===== src/rtl/ex_mem_reg_pkg.sv =====
// ex_mem_reg_pkg: branch/writeback encodings, ALU flag indices and the MEM-stage slot layout
package ex_mem_reg_pkg;
  typedef enum logic [2:0] {
    BEQ  = 3'b000,
    BNE  = 3'b001,
    BLT  = 3'b100,
    BGE  = 3'b101,
    BLTU = 3'b110,
    BGEU = 3'b111
  } br_type_e;
  typedef enum logic [1:0] {
    WB_ALU = 2'd0,
    WB_MEM = 2'd1,
    WB_PC4 = 2'd2
  } wb_sel_e;
  localparam int T_EQ  = 0;
  localparam int T_LT  = 1;
  localparam int T_LTU = 2;
  typedef struct packed {
    logic        valid;
    logic [31:0] alu_y;
    logic [31:0] rs2_data;
    logic [4:0]  rd;
    logic        reg_we;
    logic        mem_we;
    logic        mem_re;
    logic [1:0]  wb_sel;
    logic [31:0] pc_plus4;
  } mem_slot_t;
endpackage


===== src/rtl/branch_cond.sv =====
// branch_cond: decodes branch funct3 against ALU flags (br_type, alu_t in; cond out), 010/011 never taken
module branch_cond
  import ex_mem_reg_pkg::*;
(
  input  logic [2:0] br_type,
  input  logic [2:0] alu_t,
  output logic       cond
);
  always_comb
    cond = (br_type == BEQ)  ?  alu_t[T_EQ]  :
           (br_type == BNE)  ? !alu_t[T_EQ]  :
           (br_type == BLT)  ?  alu_t[T_LT]  :
           (br_type == BGE)  ? !alu_t[T_LT]  :
           (br_type == BLTU) ?  alu_t[T_LTU] :
           (br_type == BGEU) ? !alu_t[T_LTU] : 1'b0;
endmodule


===== src/rtl/ex_mem_reg.sv =====
// ex_mem_reg: EX/MEM pipeline register with branch resolution, one-cycle redirect pulse and branch/taken counters; all outputs registered
module ex_mem_reg
  import ex_mem_reg_pkg::*;
(
  input  logic        clk,
  input  logic        rst,
  input  logic        stall,
  input  logic        flush,
  input  logic        in_valid,
  input  logic [31:0] alu_y,
  input  logic [2:0]  alu_t,
  input  logic [31:0] pc,
  input  logic [31:0] imm,
  input  logic [31:0] rs2_data,
  input  logic [4:0]  rd,
  input  logic [2:0]  br_type,
  input  logic        is_branch,
  input  logic        is_jal,
  input  logic        is_jalr,
  input  logic        reg_we,
  input  logic        mem_we,
  input  logic        mem_re,
  input  logic [1:0]  wb_sel,
  output logic        out_valid,
  output logic [31:0] out_alu_y,
  output logic [31:0] out_rs2_data,
  output logic [4:0]  out_rd,
  output logic        out_reg_we,
  output logic        out_mem_we,
  output logic        out_mem_re,
  output logic [1:0]  out_wb_sel,
  output logic [31:0] out_pc_plus4,
  output logic        redirect,
  output logic [31:0] redirect_pc,
  output logic [31:0] br_cnt,
  output logic [31:0] taken_cnt
);
  mem_slot_t   slot_d, slot_q;
  logic        cond, taken_d, redirect_q;
  logic [31:0] target_d, redirect_pc_q;
  logic [31:0] br_cnt_d, br_cnt_q, taken_cnt_d, taken_cnt_q;
  branch_cond u_branch_cond (
    .br_type (br_type),
    .alu_t   (alu_t),
    .cond    (cond)
  );
  always_comb begin
    taken_d     = in_valid & ((is_branch & cond) | is_jal | is_jalr);
    target_d    = is_jalr ? (alu_y & 32'hFFFF_FFFE) : pc + imm;
    br_cnt_d    = br_cnt_q + {31'd0, in_valid & is_branch};
    taken_cnt_d = taken_cnt_q + {31'd0, taken_d};
    slot_d      = '{valid:    in_valid,
                    alu_y:    alu_y,
                    rs2_data: rs2_data,
                    rd:       rd,
                    reg_we:   in_valid & reg_we,
                    mem_we:   in_valid & mem_we,
                    mem_re:   in_valid & mem_re,
                    wb_sel:   wb_sel,
                    pc_plus4: pc + 32'd4};
  end
  // redirect is cleared on every non-load edge so a held entry never re-issues it
  always_ff @(posedge clk) begin
    if (rst) begin
      slot_q        <= '0;
      redirect_q    <= 1'b0;
      redirect_pc_q <= '0;
      br_cnt_q      <= '0;
      taken_cnt_q   <= '0;
    end else if (flush) begin
      slot_q.valid  <= 1'b0;
      slot_q.reg_we <= 1'b0;
      slot_q.mem_we <= 1'b0;
      slot_q.mem_re <= 1'b0;
      redirect_q    <= 1'b0;
    end else if (stall) begin
      redirect_q    <= 1'b0;
    end else begin
      slot_q        <= slot_d;
      redirect_q    <= taken_d;
      redirect_pc_q <= target_d;
      br_cnt_q      <= br_cnt_d;
      taken_cnt_q   <= taken_cnt_d;
    end
  end
  assign out_valid    = slot_q.valid;
  assign out_alu_y    = slot_q.alu_y;
  assign out_rs2_data = slot_q.rs2_data;
  assign out_rd       = slot_q.rd;
  assign out_reg_we   = slot_q.reg_we;
  assign out_mem_we   = slot_q.mem_we;
  assign out_mem_re   = slot_q.mem_re;
  assign out_wb_sel   = slot_q.wb_sel;
  assign out_pc_plus4 = slot_q.pc_plus4;
  assign redirect     = redirect_q;
  assign redirect_pc  = redirect_pc_q;
  assign br_cnt       = br_cnt_q;
  assign taken_cnt    = taken_cnt_q;
endmodule

===== config.mk =====
export PLATFORM = sky130hd
export DESIGN_NAME = ex_mem_reg
export DESIGN_NICKNAME = d
export VERILOG_FILES = /design/src/rtl/ex_mem_reg_pkg.sv /design/src/rtl/branch_cond.sv /design/src/rtl/ex_mem_reg.sv
export SDC_FILE = /design/constraint.sdc
export NUM_CORES = 1
export LEC_CHECK = 0
export CAP_MARGIN = 20
export CORE_MARGIN = 3
export CORE_UTILIZATION = 47
export CTS_BUF_LIST = sky130_fd_sc_hd__clkbuf_4 sky130_fd_sc_hd__clkbuf_8
export CTS_CLUSTER_SIZE = 10
export DETAILED_ROUTE_END_ITERATION = 8
export GPL_TIMING_DRIVEN = 0
export PLACE_DENSITY = 0.87
export REMOVE_ABC_BUFFERS = 1
export SLEW_MARGIN = 20
export SYNTH_ARGS = -nofsm -noshare
export SYNTH_HDL_FRONTEND = slang
export SYNTH_SLANG_ARGS = --single-unit

===== constraint.sdc =====
create_clock -name clk -period 4.4 [get_ports clk]
set_input_delay 1.32 -clock clk [delete_from_list [all_inputs] [get_ports clk]]
set_output_delay 1.32 -clock clk [all_outputs]
set_load 0.01 [all_outputs]

# --- Word-level counts from Yosys, hierarchy flattened ---
# Cells that the tools add are included.
op_classes:
  addsub: 4
  eq_ne: 5
  muxes: 7
  bitwise_logic: 10
  reduce_logical: 7
op_table:
  columns: ["operator", "count"]
  rows:
  - ["adder 32 x 1 -> 32 bit", 2]
  - ["adder 32 x 3 -> 32 bit (second input constant)", 1]
  - ["adder 32 bit", 1]
  - ["2-to-1 mux 32 bit", 1]
  - ["equality test 3 bit (second input constant)", 4]
  - ["bitwise AND 1 bit", 6]
  - ["2-to-1 mux 1 bit", 6]
  - ["equality test 3 x 1 -> 1 bit (second input constant)", 1]
  - ["zero test 1 bit", 3]
  - ["zero test 3 bit", 1]
  - ["OR reduction 3 bit", 1]
  - ["NOT 1 bit", 2]
  - ["OR 1 bit", 2]
  - ["AND reduction 2 bit", 1]
  - ["OR reduction 2 bit", 1]
word_totals:
  regBits: 204
  input_bits: 152
  output_inout_bits: 204
  wordCells: 46

# --- Logic depth before layout (Yosys ltp) ---
# Gate-level depths: netlist of the first run.
logic_depth:
  depth_word: 12
  ltp_mapped: 13
  ltp_nobuf: 13

# --- Cells and area by module ---
# Synthesis of the first run repeated with hierarchy kept, for this count alone.
hier_totals:
  cells_unflattened: 1237
  area_unflattened_um2: 10048.4
by_module_without_submodules:
  columns: ["module", "n_inst", "cells_per_inst", "area_each_um2", "seq_area_each_um2"]
  rows:
  - ["ex_mem_reg", 1, 1231, 10002.1, 4083.9]
  - ["branch_cond", 1, 6, 46.3, 0.0]

# --- Least setup slack after synthesis of the first run ---
# Ideal clock, no wire load.
synth_path:
  path_kind: "input -> register"
  start: "in br_type[2]"
  end: "reg taken_cnt_q[27], in the netlist taken_cnt[27]"
  setup_ns: 0.128
  arrival_time_ns: 3.384
  t_required_ns: 4.272
  setup_slack_ns: 0.889
  stages: 13
  n_path_buf: 0
  cell_sequence: "mux2i_1 -> xor2_1 -> nor2_1 -> o21ai_0 -> a21boi_0 -> ha_1 -> and4_1 -> nor2b_1 -> nor2b_1 -> and4_1 -> nand4_1 -> xor2_1 -> nor2_1"
synth_between:
  elab_chain_cells: 12
  elab_cells_between_ends: 17
  classes_between: "1 x add/sub; 5 x eq/ne; 6 x mux; 4 x bitwise; 1 x reduce/logical"
synth_rtl:
  columns: ["element", "line", "source"]
  rows:
  - ["start: declaration", "ex_mem_reg.sv:16", "input logic [2:0] br_type,"]
  - ["equality test 3 bit", "branch_cond.sv:15", "(br_type == BGEU) ? !alu_t[T_LTU] : 1'b0;"]
  - ["2-to-1 mux 1 bit", "branch_cond.sv:15", null]
  - ["2-to-1 mux 1 bit", "branch_cond.sv:14", "(br_type == BLTU) ? alu_t[T_LTU] :"]
  - ["2-to-1 mux 1 bit", "branch_cond.sv:13", "(br_type == BGE) ? !alu_t[T_LT] :"]
  - ["2-to-1 mux 1 bit", "branch_cond.sv:12", "(br_type == BLT) ? alu_t[T_LT] :"]
  - ["2-to-1 mux 1 bit", "branch_cond.sv:11", "(br_type == BNE) ? !alu_t[T_EQ] :"]
  - ["2-to-1 mux 1 bit (*)", "branch_cond.sv:10", "cond = (br_type == BEQ) ? alu_t[T_EQ] :"]
  - ["bitwise AND 1 bit (*)", "ex_mem_reg.sv:48", "taken_d = in_valid & ((is_branch & cond) | is_jal | is_jalr);"]
  - ["OR 1 bit (*) (2 in a row)", "ex_mem_reg.sv:48", null]
  - ["bitwise AND 1 bit (*)", "ex_mem_reg.sv:48", null]
  - ["via taken_d", "ex_mem_reg.sv:39", "logic cond, taken_d, redirect_q;"]
  - ["adder 32 x 1 -> 32 bit (*)", "ex_mem_reg.sv:51", "taken_cnt_d = taken_cnt_q + {31'd0, taken_d};"]
  - ["end signal: assignment", "ex_mem_reg.sv:83", "taken_cnt_q <= taken_cnt_d;"]
  - ["end: declaration", "ex_mem_reg.sv:41", "logic [31:0] br_cnt_d, br_cnt_q, taken_cnt_d, taken_cnt_q;"]
# Mark *: on every way through the listed nets, which the timed path passes. The rest lies on a longest branch.
# A chain may end at the register's enable or synchronous reset.

# --- Worst setup path in the final report of the first run ---
# Same ends and word-level chain as after synthesis.

==> flow_metrics.py, run 1 <==
metrics = {
    "floorplan": {
        "initial_core_util_pct": 48.4,
        "die_w_um": 151,
        "rows": 52,
        "core_area_um2": 20400,
        "io_pins": 356,
        "die-height_um": 151,
        "dieArea_um2": 22800,
    },
    "power": {
        "leakage_nw": 5.41,
        "peakVddDrop_mv": 0.254,
        "finalPower_mw": 4.57,
        "power_density_nw_per_um2": 315,
    },
    "sta": {
        "fmax_mhz": 251,
        "rsz0062_at_grt": "false",
        "min_period_ns": 3.98,
        "skew_ns": 0.00898,
        "hold_viol": 0,
        "maxSlewHeadroom_pct": 57.2,
        "whs_ns": 0.452,
        "worst_pin_slew_ns": 0.641,
        "setup_viol": 0,
        "maxSlewViolCount": 0,
        "final.period_utilization_pct": 90.4,
    },
    "finish": {
        "instances_no_fill": 1864,
        "design_area_um2": 14500,
        "fin_nets": 1758,
        "drive_above_1_share_pct": 5.59,
        "fillers": 1552,
        "final_cell_mix": "clkdlybuf4s50_1, nand2_1, dfxtp_1",
        "area_delta_synth_final_pct": 46.5,
        "final_common_cell": "clkdlybuf4s50_1",
    },
    "grt": {
        "grt_usage_pct": 26.4,
        "grt_max_degree": 128,
        "antenna_found_initial": 1,
        "grt_overflow": 0,
        "grt_pass1_wl_um": 49000,
        "first_global_vias": 9786,
    },
    "routing": {
        "drtAntennaViolNets": 0,
        "detailroute.via_count": 10046,
        "first_pass_iters": 4,
        "drcViolationCount": 0,
        "post_drt_via_cell_ratio": 5.39,
        "wirelength_um": 31800,
        "routedWlPerCell_um": 17.1,
        "first_iter_violations": 332,
    },
    "status": {
        "outcome": "complete, no violations",
    },
    "cts": {
        "htreeDepth": 2,
        "path_clk_slew_ns": 0.06,
        "tritoncts": "yes",
        "clock_latency_ns": 0.52,
        "numCtsBuffers": 36,
        "post_cts_buffers": 0,
        "cts_root_buf": "clkbuf_8",
        "clock-sinks": 204,
        "ctsResizeCount": 0,
        "holdBufCountCts": 0,
        "clockBufferDepth": 3,
    },
    "yosys": {
        "yosysSeqAreaShare_pct": 41.3,
        "synth_cell_types": 58,
        "synth-edff-count": 0,
        "synth_seq_cells": 204,
        "synth_ff_type": "dfxtp_1",
        "yosys_warnings": 0,
        "async_reset_ff_share_pct": 0,
        "netlist_area_um2": 9890,
        "synth_cells": 1235,
        "syn_avg_cell_area_um2": 8.01,
    },
    "critical_path": {
        "arrival_ns": 4.36,
        "crit_type": "in2reg",
        "r2r_end": "br_cnt[28]$_SDFFE_PP0P_",
        "worst-path-max-fanout": 4,
        "crit_required_ns": 4.79,
        "crit_path_end": "taken_cnt[27]$_SDFFE_PP0P_",
        "crit_path_start": "br_type[2]",
        "rr_worst_depth": 10,
        "ff2ff_setup_slack_ns": 1.98,
        "r2r_start": "br_cnt[0]$_SDFFE_PP0P_",
        "crit_path_start_kind": "primary input",
        "end_kind": "register",
    },
    "placed_design": {
        "place_area_um2": 13700,
        "hpwl_um": 23800,
        "portBuffers": 355,
        "place_congestion": 0.848,
        "placed_cells": 1801,
    },
    "hold_path": {
        "hold_class": "reg2reg",
    },
    "flow_run": {
        "drv_cap": 0,
    },
}
## kinds of logic (layout without fill, tap and decap cells)
group | after synthesis | after routing | synth area share (%)
XOR/XNOR | 96 | 96 | 8.50
buffers and inverters | 88 | 446 | 3.43
other | 0 | 1 | 0
multiplexers | 5 | 5 | 0.506
AND/OR/NAND/NOR | 519 | 519 | 24.0
flip-flops | 204 | 204 | 41.3
adder cells (fa/ha/maj) | 37 | 37 | 4.76
AO/OA/AOI/OAI | 286 | 286 | 17.5
## state kept, by name, summed over array words and instances, names as in the netlist, 2 cells and up
name	cells
out_rs2_data	32
br_cnt	32
taken_cnt	32
redirect_pc	32
out_wb_sel	2
out_pc_plus4	32
out_rd	5
out_alu_y	32
## stage by stage
| step | TNS (ns) | util, % | worst slack (ns) |
|---|---|---|---|
| 6_report | 0 | 70.9 | 0.422 |
| 3_3_place_gp | -1356.67 | 66.2 | -9.21 |
| 5_1_grt | 0 | 70.9 | 0.0997 |
| 2_1_floorplan | -577.36 | - | -4.52 |
| 3_5_place_dp | -0.902 | 67.3 | -0.223 |
| 4_1_cts | 0 | 70.9 | 0.225 |
## routing by layer
metal  global-route usage, %  routed length, µm  up-vias
met5                       0                  0        -
met4                    9.61                994        0
met3                    8.35               2700       69
met2                    47.1              15800      340
met1                    29.5              12300     4673
li1                        -                  -     4964
## power breakdown
part | leakage, nW | switching, mW | internal [mW] | total [mW]
Sequential | 1.66 | 0.0359 | 1.92 | 1.96
Clock | 0.393 | 0.770 | 1.01 | 1.78
Combinational | 3.35 | 0.411 | 0.419 | 0.830
## worst max-delay path, stage by stage
cell             delay [ns]
clkdlybuf4s50_1        0.49
mux2i_1                0.21
xor2_1                 0.08
nor2_1                 0.08
o21ai_0                0.09
a21boi_1               0.23
ha_1                   0.23
and4_1                 0.28
nor2b_1                0.30
nor2b_2                0.31
and4_1                 0.31
nand4_1                0.17
xor2_1                 0.20
nor2_1                 0.05
## worst min-delay path by stage
stage | start | end | slack (ns) | cells past startpoint
after floorplan | redirect_pc[0]$_SDFFE_PP0P_ | redirect_pc[0]$_SDFFE_PP0P_ | 0.47 | 2
after global placement | redirect_pc[0]$_SDFFE_PP0P_ | redirect_pc[0]$_SDFFE_PP0P_ | 0.44 | 2
after detailed placement | out_rs2_data[11]$_SDFFE_PP0P_ | out_rs2_data[11]$_SDFFE_PP0P_ | 0.45 | 2
after CTS | out_alu_y[6]$_SDFFE_PP0P_ | out_alu_y[6]$_SDFFE_PP0P_ | 0.45 | 2
after global routing | out_rs2_data[1]$_SDFFE_PP0P_ | out_rs2_data[1]$_SDFFE_PP0P_ | 0.47 | 2
final | out_alu_y[29]$_SDFFE_PP0P_ | out_alu_y[29]$_SDFFE_PP0P_ | 0.45 | 2
## synthesized netlist by cell type (4+ instances only)
cell type	count	share of area (%)
mux2i_1	5	0.51
nand2b_1	8	0.51
nor2b_1	7	0.44
dfxtp_1	204	41
nand2_1	217	8.2
a21oi_1	136	6.9
inv_1	20	0.76
o21ai_0	47	2.4
ha_1	36	4.6
and4_1	12	1.1
or3_1	19	1.2
nor3_1	18	0.91
a211oi_1	39	3.0
nor2_1	128	4.9
a311oi_1	6	0.53
xnor2_1	39	3.5
nand3_1	48	2.4
a21o_1	11	0.84
nand4_1	14	0.89
a31oi_1	6	0.38
clkbuf_1	60	2.3
and3_1	29	1.8
buf_1	5	0.19
and2_1	4	0.25
xor2_1	57	5.0
o211ai_1	5	0.38
a22oi_1	4	0.30
## area by class of cell
type,instances,area [µm²],area share [%]
diodes,1,2.50,0.0173
clock buffers,57,703,4.85
clock inverters,5,31.3,0.216
inverters,20,75.1,0.518
multi-input cells,943,5480,37.8
flip-flops and latches,204,4080,28.2
well taps,270,338,2.33
repair buffers,364,3780,26.1
(Power assumes the default switching activity.)
==> inputs of run 2 (changes only) <==
CELL_PAD_IN_SITES_DETAIL_PLACEMENT = 0   (was not set)
CELL_PAD_IN_SITES_GLOBAL_PLACEMENT = 1   (was not set)
CORE_UTILIZATION = 33   (was 47)
PLACE_DENSITY = 0.85   (was 0.87)
==> run 2 against run 1 <==
Worst setup slack worse by 0.069 ns. Critical path depth stayed put. Flip-flop and latch count unchanged. Hold slack got worse by 0.0061 ns. Global-route usage shrank 7.7 points. Highest routed layer unchanged. Routed wire length is essentially flat. Clock skew shrank 0.0015 ns. Power grew 2.5%. First-iteration DRC count increased by 80%. Critical path type unchanged.
==> flow_metrics.py, run 2 (synthesis results as in run 1) <==
metrics = {
    "sta": {
        "hold_viol": 0,
        "setup_viol": 0,
        "worst_pin_slew_ns": 0.693,
        "skew_ns": 0.00743,
        "maxSlewHeadroom_pct": 53.8,
        "min_period_ns": 4.05,
        "setup_tns_ns": 0,
        "final.period_utilization_pct": 92.0,
        "fmax_mhz": 247,
        "maxSlewViolCount": 0,
        "rsz0062_at_grt": "false",
    },
    "grt": {
        "first_global_vias": 9356,
        "grt_use_met1_pct": 23.4,
        "grt_max_degree": 114,
        "antenna_found_initial": 0,
        "gr-usage-met2_pct": 31.4,
        "grt_pass1_wl_um": 49000,
        "use_met3_pct": 5.65,
        "grt_overflow": 0,
        "grt_usage_pct": 18.7,
        "grt.busiest_layer": "met2",
    },
    "cts": {
        "path_clk_slew_ns": 0.05,
        "tritoncts": "yes",
        "clock_latency_ns": 0.50,
        "post_cts_buffers": 0,
        "clockBufferDepth": 3,
        "numCtsBuffers": 38,
        "clock-sinks": 204,
        "htreeDepth": 2,
        "cts_root_buf": "clkbuf_8",
    },
    "power": {
        "peakVddDrop_mv": 0.182,
        "leakage_nw": 5.41,
        "power_density_nw_per_um2": 320,
        "finalPower_mw": 4.68,
    },
    "placed_design": {
        "place_area_um2": 13800,
        "place_congestion": 0.837,
        "portBuffers": 355,
        "hpwl_um": 23400,
    },
    "finish": {
        "final_common_cell": "clkdlybuf4s50_1",
        "fin_nets": 1759,
        "final_cell_mix": "clkdlybuf4s50_1, nand2_1, dfxtp_1",
        "area_delta_synth_final_pct": 48.1,
        "design_area_um2": 14600,
        "postLayoutCoreUtil_pct": 50.3,
        "drive_above_1_share_pct": 5.58,
        "antenna_cells": 0,
    },
    "routing": {
        "wirelength_um": 31800,
        "first_iter_violations": 597,
        "post_drt_via_cell_ratio": 4.94,
        "drtAntennaViolNets": 0,
        "routedWlPerCell_um": 16.1,
        "drcViolationCount": 0,
        "first_pass_iters": 4,
        "detailroute.via_count": 9780,
    },
    "critical_path": {
        "crit_required_ns": 4.76,
        "end_kind": "register",
        "worst-path-max-fanout": 4,
        "arrival_ns": 4.41,
        "crit_type": "in2reg",
        "crit_path_start_kind": "primary input",
    },
    "hold_path": {
        "hold_class": "reg2reg",
    },
    "floorplan": {
        "initial_core_util_pct": 34.0,
        "die_w_um": 179,
        "die-height_um": 179,
        "core_area_um2": 29100,
        "dieArea_um2": 32100,
        "io_pins": 356,
        "rows": 62,
    },
    "status": {
        "outcome": "complete, no violations",
    },
    "flow_run": {
        "drv_cap": 0,
    },
}
-- run 2: changes by cell type in the layout (fill, tap and decap cells not counted) --
cell and delta:
nor2b_1 +1, clkbuf_4 +2, buf_12 +2, bufinv_16 +1, clkbuf_8 +2, clkinv_2 -2, buf_16 -3, nor2b_2 -1
inv_6 -1, diode_2 -1
-- run 2: where the power goes --
group / switching [mW] / leakage (nW) / internal, mW
logic: 0.411 / 3.33 / 0.415
registers: 0.0350 / 1.66 / 1.92
clock network: 0.780 / 0.418 / 1.12
-- run 2: cell type report --
class | instances | area (µm²)
Tap cell | 384 | 480
Multi-Input combinational cell | 943 | 5470
Inverter | 20 | 75.1
Clock inverter | 3 | 42.5
Timing Repair Buffer | 363 | 3740
Clock buffer | 61 | 746
Fill cell | 2782 | 14500
Sequential cell | 204 | 4080
-- run 2: worst max-delay path: stages --
cell and delay [ns]:
clkdlybuf4s50_1 0.50, mux2i_1 0.26, xor2_1 0.09, nor2_1 0.08, o21ai_0 0.09, a21boi_1 0.28, ha_1 0.23, and4_1 0.27
nor2b_1 0.30, nor2b_1 0.34, and4_1 0.32, nand4_1 0.13, xor2_1 0.15, nor2_1 0.06
-- run 2: worst paths after layout --
kind / startpoint / end / slack [ns] / depth (start not counted)
max: br_type[2] / taken_cnt[27]$_SDFFE_PP0P_ / 0.35 / 14
min reg2reg: redirect_pc[0]$_SDFFE_PP0P_ / redirect_pc[0]$_SDFFE_PP0P_ / 0.45 / 2
min: redirect_pc[0]$_SDFFE_PP0P_ / redirect_pc[0]$_SDFFE_PP0P_ / 0.45 / 2
max reg2reg: br_cnt[0]$_SDFFE_PP0P_ / br_cnt[28]$_SDFFE_PP0P_ / 2.05 / 10
-- run 2: repair_timing --
| action | 4_1_cts | 5_1_grt |
|---|---|---|
| setup endpoints to repair | 0 | 4 |
| hold buffers | 0 | 0 |
| resized for setup | 0 | 1 |
| hold endpoints to repair | 0 | 0 |
-- run 2: layer usage --
layer | wire [µm] | vias to the layer above | share of wire [%]
li1 | - | 4948 | -
met1 | 13600 | 4494 | 43
met2 | 15000 | 285 | 47
met3 | 2500 | 53 | 7.9
met4 | 687 | 0 | 2.2
met5 | 0 | - | 0
-- run 2: stage by stage --
step | worst slack [ns] | std cells | hold slack (ns)
6_report | 0.353 | 1978 | 0.446
5_1_grt | 0.0438 | 1978 | 0.468
4_1_cts | 0.158 | 1978 | 0.452
3_5_place_dp | -0.404 | 1914 | 0.444
3_3_place_gp | -9.87 | 1906 | 0.439
2_1_floorplan | -4.52 | 1167 | 0.470
==> inputs of run 3 (changes only) <==
CORE_MARGIN = not set   (was 3)
==> run 3 against run 2 <==
Largest cell class unchanged. Critical endpoint is now taken_cnt[29]$_SDFFE_PP0P_. First-iteration DRC count fell by 18%. Global-route usage rose by 0.85 points. Sequential share of layout area down 0.17 points. Routed wire length shrank 2.5%. Combinational power is essentially flat. Via count is essentially flat. Non-clock buffer count stayed put. Clock-buffer cell count down 1. Die area decreased by 4.4%. Utilization fell by 0.49 points.
==> flow_metrics.py, run 3 (synthesis results as in run 1) <==
metrics = {
    "critical_path": {
        "critPathSlowestCell": "clkdlybuf4s50_1",
        "crit_chain": "clkdlybuf4s50_1 -> mux2i_1 -> xor2_1 -> nor2_1 -> o21ai_0 -> a21boi_0 -> ha_1 -> and4_1 -> nor2b_1 -> nor2b_1 -> and4_1 -> nand3_1 -> xor2_1 -> nor2_1",
        "end_kind": "register",
        "worst-path-max-fanout": 4,
        "crit_required_ns": 4.81,
        "crit_type": "in2reg",
        "crit_path_start_kind": "primary input",
        "worst-path-buf-inv": 1,
        "arrival_ns": 4.49,
        "worst_path_largest_cell_delay_ns": 0.50,
        "cp_top_family": "simple AND/OR/NAND/NOR gates",
    },
    "power": {
        "leakage_nw": 5.45,
        "power_density_nw_per_um2": 330,
        "peakVddDrop_mv": 0.200,
        "finalPower_mw": 4.85,
    },
    "cts": {
        "clock_latency_ns": 0.53,
        "holdBufCountCts": 0,
        "numCtsBuffers": 39,
        "clock-sinks": 204,
        "htreeDepth": 2,
        "path_clk_slew_ns": 0.06,
        "post_cts_buffers": 0,
        "clockBufferDepth": 3,
        "cts_root_buf": "clkbuf_8",
        "tritoncts": "yes",
        "ctsResizeCount": 0,
    },
    "floorplan": {
        "io_pins": 356,
        "die_w_um": 175,
        "dieArea_um2": 30700,
        "core_area_um2": 29600,
        "initial_core_util_pct": 33.4,
        "die-height_um": 175,
        "rows": 63,
    },
    "sta": {
        "final.period_utilization_pct": 92.8,
        "rsz0062_at_grt": "false",
        "setup_tns_ns": 0,
        "setup_viol": 0,
        "maxSlewViolCount": 0,
        "setup_ws_ns": 0.316,
        "fmax_mhz": 245,
        "hold_viol": 0,
        "maxSlewHeadroom_pct": 52.2,
        "min_period_ns": 4.08,
        "skew_ns": 0.00581,
        "whs_ns": 0.451,
        "worst_pin_slew_ns": 0.717,
    },
    "routing": {
        "drcViolationCount": 0,
        "first_pass_iters": 5,
        "drtAntennaViolNets": 0,
        "post_drt_via_cell_ratio": 4.93,
        "wirelength_um": 31000,
        "first_iter_violations": 489,
        "routedWlPerCell_um": 15.6,
        "detailroute.via_count": 9778,
    },
    "placed_design": {
        "place_congestion": 0.829,
        "hpwl_um": 22800,
        "portBuffers": 355,
        "placed_cells": 1920,
        "dp_slack_ns": -0.284,
    },
    "finish": {
        "final_common_cell": "clkdlybuf4s50_1",
        "final_cell_mix": "clkdlybuf4s50_1, nand2_1, dfxtp_1",
        "area_delta_synth_final_pct": 49.0,
        "fillers": 2823,
        "instances_no_fill": 1985,
        "fin_nets": 1760,
        "drive_above_1_share_pct": 5.64,
        "antenna_cells": 0,
    },
    "grt": {
        "use_met3_pct": 5.24,
        "grt_overflow": 0,
        "first_global_vias": 9199,
        "grt_max_degree": 112,
        "gr-usage-met2_pct": 31.7,
        "grt.busiest_layer": "met2",
        "antenna_found_initial": 0,
        "grt_usage_pct": 19.6,
        "grt_pass1_wl_um": 48700,
        "grt_use_met1_pct": 24.8,
    },
    "flow_run": {
        "drv_cap": 0,
    },
    "status": {
        "outcome": "complete, no violations",
    },
    "hold_path": {
        "hold_class": "reg2reg",
    },
}
[run 3: cell types whose count changed in the layout (fill, tap and decap cells not counted)]
cell and delta:
clkbuf_4 -9, clkbuf_8 +8, inv_6 +2, a21boi_0 +1, a21boi_1 -1, bufinv_16 +1, clkinvlp_4 -1
[run 3: stage by stage]
stage	utilization, %	cell area, µm²
after floorplan	-	9620
after global placement	46.2	13700
after detailed placement	46.9	13900
after CTS	49.8	14700
after global routing	49.8	14700
final	49.8	14700
[run 3: worst paths after layout]
path                               startpoint                     endpoint  slack, ns  depth (start not counted)
setup / recovery                   br_type[2]   taken_cnt[29]$_SDFFE_PP0P_       0.32                         14
hold reg to reg   redirect_pc[0]$_SDFFE_PP0P_  redirect_pc[0]$_SDFFE_PP0P_       0.45                          2
setup reg to reg       br_cnt[0]$_SDFFE_PP0P_      br_cnt[28]$_SDFFE_PP0P_       1.99                         10
hold / removal    redirect_pc[0]$_SDFFE_PP0P_  redirect_pc[0]$_SDFFE_PP0P_       0.45                          2
[run 3: per-layer routing]
metal | vias to the layer above | share of wire [%]
li1 | 4959 | -
met1 | 4472 | 45
met2 | 284 | 46
met5 | - | 0
met3 | 63 | 6.7
met4 | 0 | 3.0
[run 3: worst reg2reg max path: cells and delay by family, from the launching register on]
family | cells | cell delay [ns]
xor gates and xnor gates | 1 | 0.15
DFF | 1 | 0.35
and+or+nand+nor | 6 | 1.27
buffers and inverters | 1 | 0.09
adders and majority gates | 2 | 0.43
[run 3: report_power, final]
group / leakage (nW) / internal (mW) / total (mW) / switching, mW
registers: 1.66 / 1.92 / 1.96 / 0.0351
logic: 3.33 / 0.415 / 0.824 / 0.409
clock network: 0.457 / 1.25 / 2.07 / 0.821
[run 3: final cells by class]
class | instances | area, µm² | share of cell area (%)
well taps | 390 | 488 | 3.31
flip-flops and latches | 204 | 4080 | 27.7
multi-input cells | 943 | 5470 | 37.2
inverters | 20 | 75.1 | 0.510
clock buffers | 60 | 788 | 5.35
clock inverters | 5 | 82.6 | 0.561
repair buffers | 363 | 3740 | 25.4
